### config.mk
export PLATFORM = sky130hd
export DESIGN_NAME = router_fifo
export DESIGN_NICKNAME = d
export VERILOG_FILES = /design/src/rtl/router_pkg.sv /design/src/rtl/router_fifo.sv
export SDC_FILE = /design/constraint.sdc
export NUM_CORES = 1
export LEC_CHECK = 0
export BUFFER_PORTS_ARGS = -buffer_cell sky130_fd_sc_hd__buf_4
export CAP_MARGIN = 30
export CORE_MARGIN = 2
export CORE_UTILIZATION = 50
export DETAILED_ROUTE_END_ITERATION = 10
export PLACE_DENSITY = 0.65
export SETUP_SLACK_MARGIN = 0.15
export SYNTH_ARGS = -nofsm -noshare
export SYNTH_HDL_FRONTEND = slang
export SYNTH_SLANG_ARGS = --single-unit
### constraint.sdc
create_clock -name clock -period 12.5 [get_ports clock]
set_input_delay 1.875 -clock clock [delete_from_list [all_inputs] [get_ports clock]]
set_output_delay 1.875 -clock clock [all_outputs]
set_load 0.02 [all_outputs]
### src/rtl/router_pkg.sv
// Shared constants for the router datapath and its per-destination FIFOs.
// Latency: n/a (package only).
// Backpressure: n/a (package only).
package router_pkg;

    localparam int ROUTER_DATA_W       = 8;
    localparam int ROUTER_FIFO_DEPTH   = 16;
    localparam int ROUTER_FIFO_ADDR_W  = 4;

    // Payload-length field inside a header byte: header[LEN_MSB:LEN_LSB].
    localparam int LEN_MSB             = 7;
    localparam int LEN_LSB             = 2;

    // Each FIFO entry is {header_tag, data_byte}.
    localparam int ROUTER_FIFO_ENTRY_W = ROUTER_DATA_W + 1;

endpackage : router_pkg

### src/rtl/router_fifo.sv
// Per-destination output buffer: stores {header_tag, byte}, tracks packet length on read.
// Latency: data_out is registered, valid the cycle after an accepted read.
// Backpressure: writes while full and reads while empty are dropped; soft_reset flushes.
//
// Ports:
//   clock, reset       rising-edge clock, asynchronous active-high reset
//   soft_reset         synchronous flush (wins over read and write)
//   write_enb          write request; lfd_state marks data_in as a header byte
//   read_enb           read request from the destination
//   full, empty        combinational flags from the registered pointers
//   data_out           registered read byte, blanked to 0 between packets
module router_fifo
    import router_pkg::*;
#(
    parameter int DATA_W = ROUTER_DATA_W,
    parameter int DEPTH  = ROUTER_FIFO_DEPTH,
    parameter int ADDR_W = ROUTER_FIFO_ADDR_W,
    parameter int LEN_W  = LEN_MSB - LEN_LSB + 1
) (
    input  logic              clock,
    input  logic              reset,
    input  logic              soft_reset,
    input  logic              write_enb,
    input  logic              read_enb,
    input  logic              lfd_state,
    input  logic [DATA_W-1:0] data_in,
    output logic              full,
    output logic              empty,
    output logic [DATA_W-1:0] data_out
);

    localparam logic [ADDR_W:0] PTR_ONE = {{ADDR_W{1'b0}}, 1'b1};
    localparam logic [LEN_W:0]  CNT_ONE = {{LEN_W{1'b0}}, 1'b1};

    logic [DATA_W:0]   mem [DEPTH];
    logic [ADDR_W:0]   wr_ptr;
    logic [ADDR_W:0]   rd_ptr;
    logic [LEN_W:0]    cnt;
    logic              wr_go;
    logic              rd_go;

    // Extra pointer MSB distinguishes full from empty when the low bits match.
    assign empty = (wr_ptr == rd_ptr);
    assign full  = (wr_ptr[ADDR_W] != rd_ptr[ADDR_W]) &&
                   (wr_ptr[ADDR_W-1:0] == rd_ptr[ADDR_W-1:0]);

    assign wr_go = write_enb && !full  && !soft_reset;
    assign rd_go = read_enb  && !empty && !soft_reset;

    // Storage. A flush leaves contents in place; they become unreachable.
    always_ff @(posedge clock or posedge reset) begin
        if (reset) begin
            for (int i = 0; i < DEPTH; i++) begin
                mem[i] <= '0;
            end
        end else if (wr_go) begin
            mem[wr_ptr[ADDR_W-1:0]] <= {lfd_state, data_in};
        end
    end

    // Pointers, remaining-length counter and registered read data.
    always_ff @(posedge clock or posedge reset) begin
        if (reset) begin
            wr_ptr   <= '0;
            rd_ptr   <= '0;
            cnt      <= '0;
            data_out <= '0;
        end else if (soft_reset) begin
            wr_ptr   <= '0;
            rd_ptr   <= '0;
            cnt      <= '0;
            data_out <= '0;
        end else begin
            if (wr_go) begin
                wr_ptr <= wr_ptr + PTR_ONE;
            end
            if (rd_go) begin
                rd_ptr   <= rd_ptr + PTR_ONE;
                data_out <= mem[rd_ptr[ADDR_W-1:0]][DATA_W-1:0];
                if (mem[rd_ptr[ADDR_W-1:0]][DATA_W]) begin
                    // Header: payload length plus one trailing parity byte.
                    cnt <= {1'b0, mem[rd_ptr[ADDR_W-1:0]][LEN_MSB:LEN_LSB]} + CNT_ONE;
                end else if (cnt != '0) begin
                    cnt <= cnt - CNT_ONE;
                end
            end else if (cnt == '0) begin
                // Between packets the output bus idles at zero.
                data_out <= '0;
            end
        end
    end

endmodule : router_fifo

# Word level (Yosys, flattened, before mapping)

Index checks and enable logic that the tools add are counted.

Register bits after elaboration: 169
Bits in latches: 0
Memory bits (writable): 0
ROM bits: 0
Output and inout bits: 10
Logic and storage cells: 65
Memories: 0

Add/sub/neg operators: 4
Multipliers: 0
Div/mod/pow operators: 0
Order comparisons: 3
Equal/unequal tests: 3
Shift-type cells: 0
Mux-type cells: 17
Bitwise logic cells: 2
Reductions and logical operators: 16

Operator list:

| operator                                                                      | count |
|---|---|
| 144-bit bitwise mux                                                           | 1 |
| 9-bit binary-select mux with 4-bit select                                     | 1 |
| 9-bit demux with 4-bit select                                                 | 1 |
| 7-bit 2-to-1 mux                                                              | 4 |
| 9-bit 2-to-1 mux                                                              | 3 |
| 8-bit 2-to-1 mux                                                              | 3 |
| 5-bit 2-to-1 mux                                                              | 4 |
| 5-bit by 1-bit adder with 5-bit output (second input constant)                | 2 |
| 5-bit greater-or-equal comparator (second input constant)                     | 2 |
| 4-bit inverter with 5-bit output                                              | 2 |
| 6-bit by 1-bit adder with 7-bit output (second input constant)                | 1 |
| 7-bit zero test                                                               | 1 |
| 7-bit nonzero test                                                            | 1 |
| 7-bit by 1-bit subtractor with 7-bit output (second input constant)           | 1 |
| 1-bit logical AND                                                             | 6 |
| 3-bit nonzero test                                                            | 2 |
| 5-bit == test                                                                 | 1 |
| 5-bit by 1-bit less-than comparator with 1-bit output (second input constant) | 1 |
| 4-bit == test                                                                 | 1 |
| 2-bit nonzero test                                                            | 2 |
| 1-bit zero test                                                               | 3 |
| 2-bit AND reduction                                                           | 1 |
| 1-bit != test                                                                 | 1 |

# Depth between registers and ports, before layout

Depth in word-level cells: 8
Mapped depth: 11

# Least setup slack after synthesis

No wires, ideal clock.

Path type: reg2out
Start point: register rd_ptr[0]
End point: output port full
Arrival time: 1.292 ns
Data required time: 10.625 ns
Path slack: 9.333 ns
Stages on the path, launching flop included: 6
Cell sequence: dfrtp_1 buf_6 buf_6 xnor2_1 and4_1 and2_1

Word-level cells in the longest chain between the ends: 2

RTL lines:

| what                   | RTL line          | source |
|---|---|---|
| from (decl)            | router_fifo.sv:37 | `logic [ADDR_W:0] rd_ptr;` |
| from (signal assigned) | router_fifo.sv:78 | `rd_ptr <= rd_ptr + PTR_ONE;` |
| 4-bit == test          | router_fifo.sv:45 | `(wr_ptr[ADDR_W-1:0] == rd_ptr[ADDR_W-1:0]);` |
| 1-bit logical AND      | router_fifo.sv:44 | `assign full = (wr_ptr[ADDR_W] != rd_ptr[ADDR_W]) &&` |
| to (decl)              | router_fifo.sv:27 | `output logic full,` |

No other way between the ends.

# Worst setup path after layout

Start point: register rd_ptr[1]
End point: output port full

Same word-level chain as after synthesis.

==> impl_metrics.tcl <==
set metrics [dict create \
    internal_power_mw 1.030 \
    gr-total-overflow 0 \
    worstSkewPairLatency_ns 0.43 \
    drv_cap 0 \
    die_w_um 132.2 \
    grt_max_degree 86 \
    num_vias 4954 \
    cts_tree "built" \
    drc 0 \
    hold_class "reg2reg" \
    nFillCells 1319 \
    skew_ns 0.007509 \
    cts_setup_buffers 0 \
    crit_required_ns 10.62 \
    yosys_register_bits 169 \
    place_area_mm2 0.008538 \
    place_ws_ns 8.218 \
    cp_slowest_cell "buf_4" \
    synth.avg_cell_area_um2 14.22 \
    crit_type "reg2out" \
    combPwrFrac_pct 22.0 \
    critPathMostFrequentCell "buf_4" \
    async_flop_share_pct 100.0 \
    path_buf_inv 2 \
    syn_area_mm2 0.008222 \
    cpLargestDelayFamily "buffers and inverters" \
    swShare_pct 29.03 \
    finalCoreUtilization_pct 56.87 \
    irDropWorstVdd_mv 0.1032 \
    critPathMaxStageDelay_ns 0.48 \
    synth_edf_count 0 \
    post-dp-hpwl_mm 11.89 \
    relSlewSlack_pct 43.87 \
    cts_buffer_depth 2 \
    power_density_mw_per_mm2 159.5 \
    yosys_warnings 0 \
    clockRootBuffer "clkbuf_16" \
    synth_top_area_share_pct 51.44 \
    synth_common_cells "dfrtp_1 (169), mux2_2 (148), nand2_1 (27)" \
    setup_ws_ns 8.624 \
    synth.most_common_cell "dfrtp_1" \
    grtUsageTotal_pct 22.21 \
    nets 614 \
    cts-htree-levels 4 \
    gp_congestion 0.8598 \
    dr.pass1.iters 4 \
    cts-buffers-inserted 17 \
    p_leak_nw 4.212 \
    synth.area.top_cells "dfrtp_1 (51%), mux2_2 (20%), mux4_2 (6.6%)" \
    finalSetupViolations 0 \
    design.die.area_mm2 0.01748 \
    io_buffers 23 \
    cts_resized 0 \
    placedCellCount 789 \
    rows 46 \
    end_kind "primary output" \
    routed_via_density 6.041 \
    max_freq_ghz 0.2580 \
    tightestPinTransition_ns 0.8420 \
    grt_pass1_wl_mm 29.63 \
    diodes 0 \
    synthCells 578 \
    cts_hold_buf 0 \
    yosysTopAreaCell "dfrtp_1" \
    status "finished clean" \
    synth_ff_type "dfrtp_1" \
    startpoint_type "flip-flop" \
    fp.dieH_um 132.2 \
    grt_pass1_vias 5198 \
    power_frac_seq_pct 43.3 \
    worstPathArrival_ns 2.00 \
    postRouteAntennaNets 0 \
    drt-total-wl_mm 18.08 \
    initial_utilization_pct 51.38 \
    areaGrowthSynthToFinish_pct 10.67 \
    hold_viol_final 0 \
    antenna_found_initial 0 \
    p_sw_mw 0.4213 \
    yosysSeqAreaShare_pct 51.44 \
    min_period_ns 3.876 \
    path_clk_slew_ns 0.06 \
    drtIter0Drc 369 \
    maxSlewViolCount 0 \
    syn-num-nets 600 \
    cp_max_fo 39 \
    fin_tns_setup_ns 0 \
    final_cells 820 \
    yosysUniqueCellTypes 53 \
    clock_power_share_pct 34.7 \
    rsz0062_at_grt "false" \
    pin_count 24 \
    core_area_mm2 0.01600 \
    clock-sinks 169 \
    drive_gt1_share_pct 41.06 \
    wl_per_cell_um 22.04 \
    design_area_mm2 0.009099 \
    period_share_pct 31.01 \
    critical_path.cell_chain "buf_4 > xnor2_1 > and4_1 > and2_1 > buf_4" \
]
[stage by stage]
stage               hold WS (ns)  power [mW]
finish                    0.4966       1.451
global route              0.5132       1.523
CTS                       0.5012       1.460
detailed placement        0.4872      0.9562
global placement          0.4774      0.9444
floorplan                 0.4704      0.8819
[state kept, by name, summed over array words and instances (netlist names)]
register / cells
cnt: 7
wr_ptr: 5
mem: 144
rd_ptr: 5
data_out: 8
[worst reg2reg max path, delay by kind of cell, from the launching register on]
family | cells | cell delay [ns]
buffers and inverters | 1 | 0.65
AOI/OAI and AO/OA | 1 | 0.32
and+or+nand+nor | 2 | 0.26
DFF | 1 | 0.39
muxes | 3 | 1.49
[per-layer routing]
metal	vias up	part of all wire (%)	global-route usage (%)
met5	-	0	0
li1	2194	-	-
met2	118	48	34.69
met3	33	4.2	4.652
met4	0	2.5	8.363
met1	2609	45	30.92
[logic make-up (layout without fill, tap and decap cells)]
group / Yosys count / after routing / synth area share (%)
xor gates and xnor gates: 17 / 17 / 1.811
buffers and inverters: 42 / 68 / 2.815
muxes: 195 / 195 / 32.00
adders and majority gates: 8 / 8 / 1.218
and+or+nand+nor: 101 / 101 / 6.894
DFF: 169 / 169 / 51.44
AOI/OAI and AO/OA: 46 / 46 / 3.820
[final timing paths]
check / start / to / slack (ns) / cells past startpoint
max reg2reg: rd_ptr[0] / cnt[5] / 9.26 / 7
max in group asynchronous: reset / mem[4] / 9.69 / 4
min reg2reg: mem[52] / mem[52] / 0.50 / 1
max: rd_ptr[1] / full / 8.62 / 5
min in group asynchronous: reset / rd_ptr[4] / 1.60 / 2
min: mem[52] / mem[52] / 0.50 / 1
[power groups by stage]
| stage | combinational (mW) | sequential [mW] | clock, mW |
|---|---|---|---|
| after detailed placement | 0.318 | 0.638 | 0 |
| after global placement | 0.310 | 0.634 | 0 |
| after global routing | 0.351 | 0.634 | 0.539 |
| after CTS | 0.320 | 0.628 | 0.512 |
| after floorplan | 0.250 | 0.632 | 0 |
| final | 0.319 | 0.628 | 0.504 |
[layout by cell type (no fill, tap or decap), types with 2 or more instances in the layout]
| master | instances |
|---|---|
| nand2_1 | 27 |
| a22o_1 | 2 |
| buf_4 | 29 |
| o21a_1 | 2 |
| clkinv_2 | 2 |
| nand4_1 | 8 |
| inv_1 | 6 |
| ha_1 | 8 |
| nor2b_1 | 3 |
| xor2_1 | 9 |
| clkbuf_1 | 4 |
| a221oi_1 | 4 |
| and3_1 | 3 |
| clkbuf_16 | 17 |
| mux2i_1 | 11 |
| a21boi_0 | 3 |
| a21oi_1 | 12 |
| nand3_2 | 10 |
| and2_1 | 4 |
| mux2_2 | 148 |
| clkinv_4 | 2 |
| nor4_1 | 4 |
| nand3_1 | 15 |
| o21ai_0 | 7 |
| xnor2_1 | 8 |
| mux4_2 | 24 |
| dfrtp_1 | 168 |
| nor2_1 | 17 |
| nand3b_1 | 2 |
| clkbuf_8 | 4 |
| mux4_1 | 11 |
| o22ai_1 | 3 |
[final cells by class]
| class | count | area [um2] | share of cell area (%) |
|---|---|---|---|
| Clock buffer | 25 | 495.5 | 5.446 |
| Clock inverter | 6 | 65.06 | 0.7151 |
| Inverter | 7 | 31.28 | 0.3438 |
| Multi-Input combinational cell | 367 | 3761 | 41.34 |
| Sequential cell | 169 | 4230 | 46.49 |
| Tap cell | 216 | 270.3 | 2.970 |
| Timing Repair Buffer | 30 | 245.2 | 2.695 |
(Power assumes the default switching activity.)
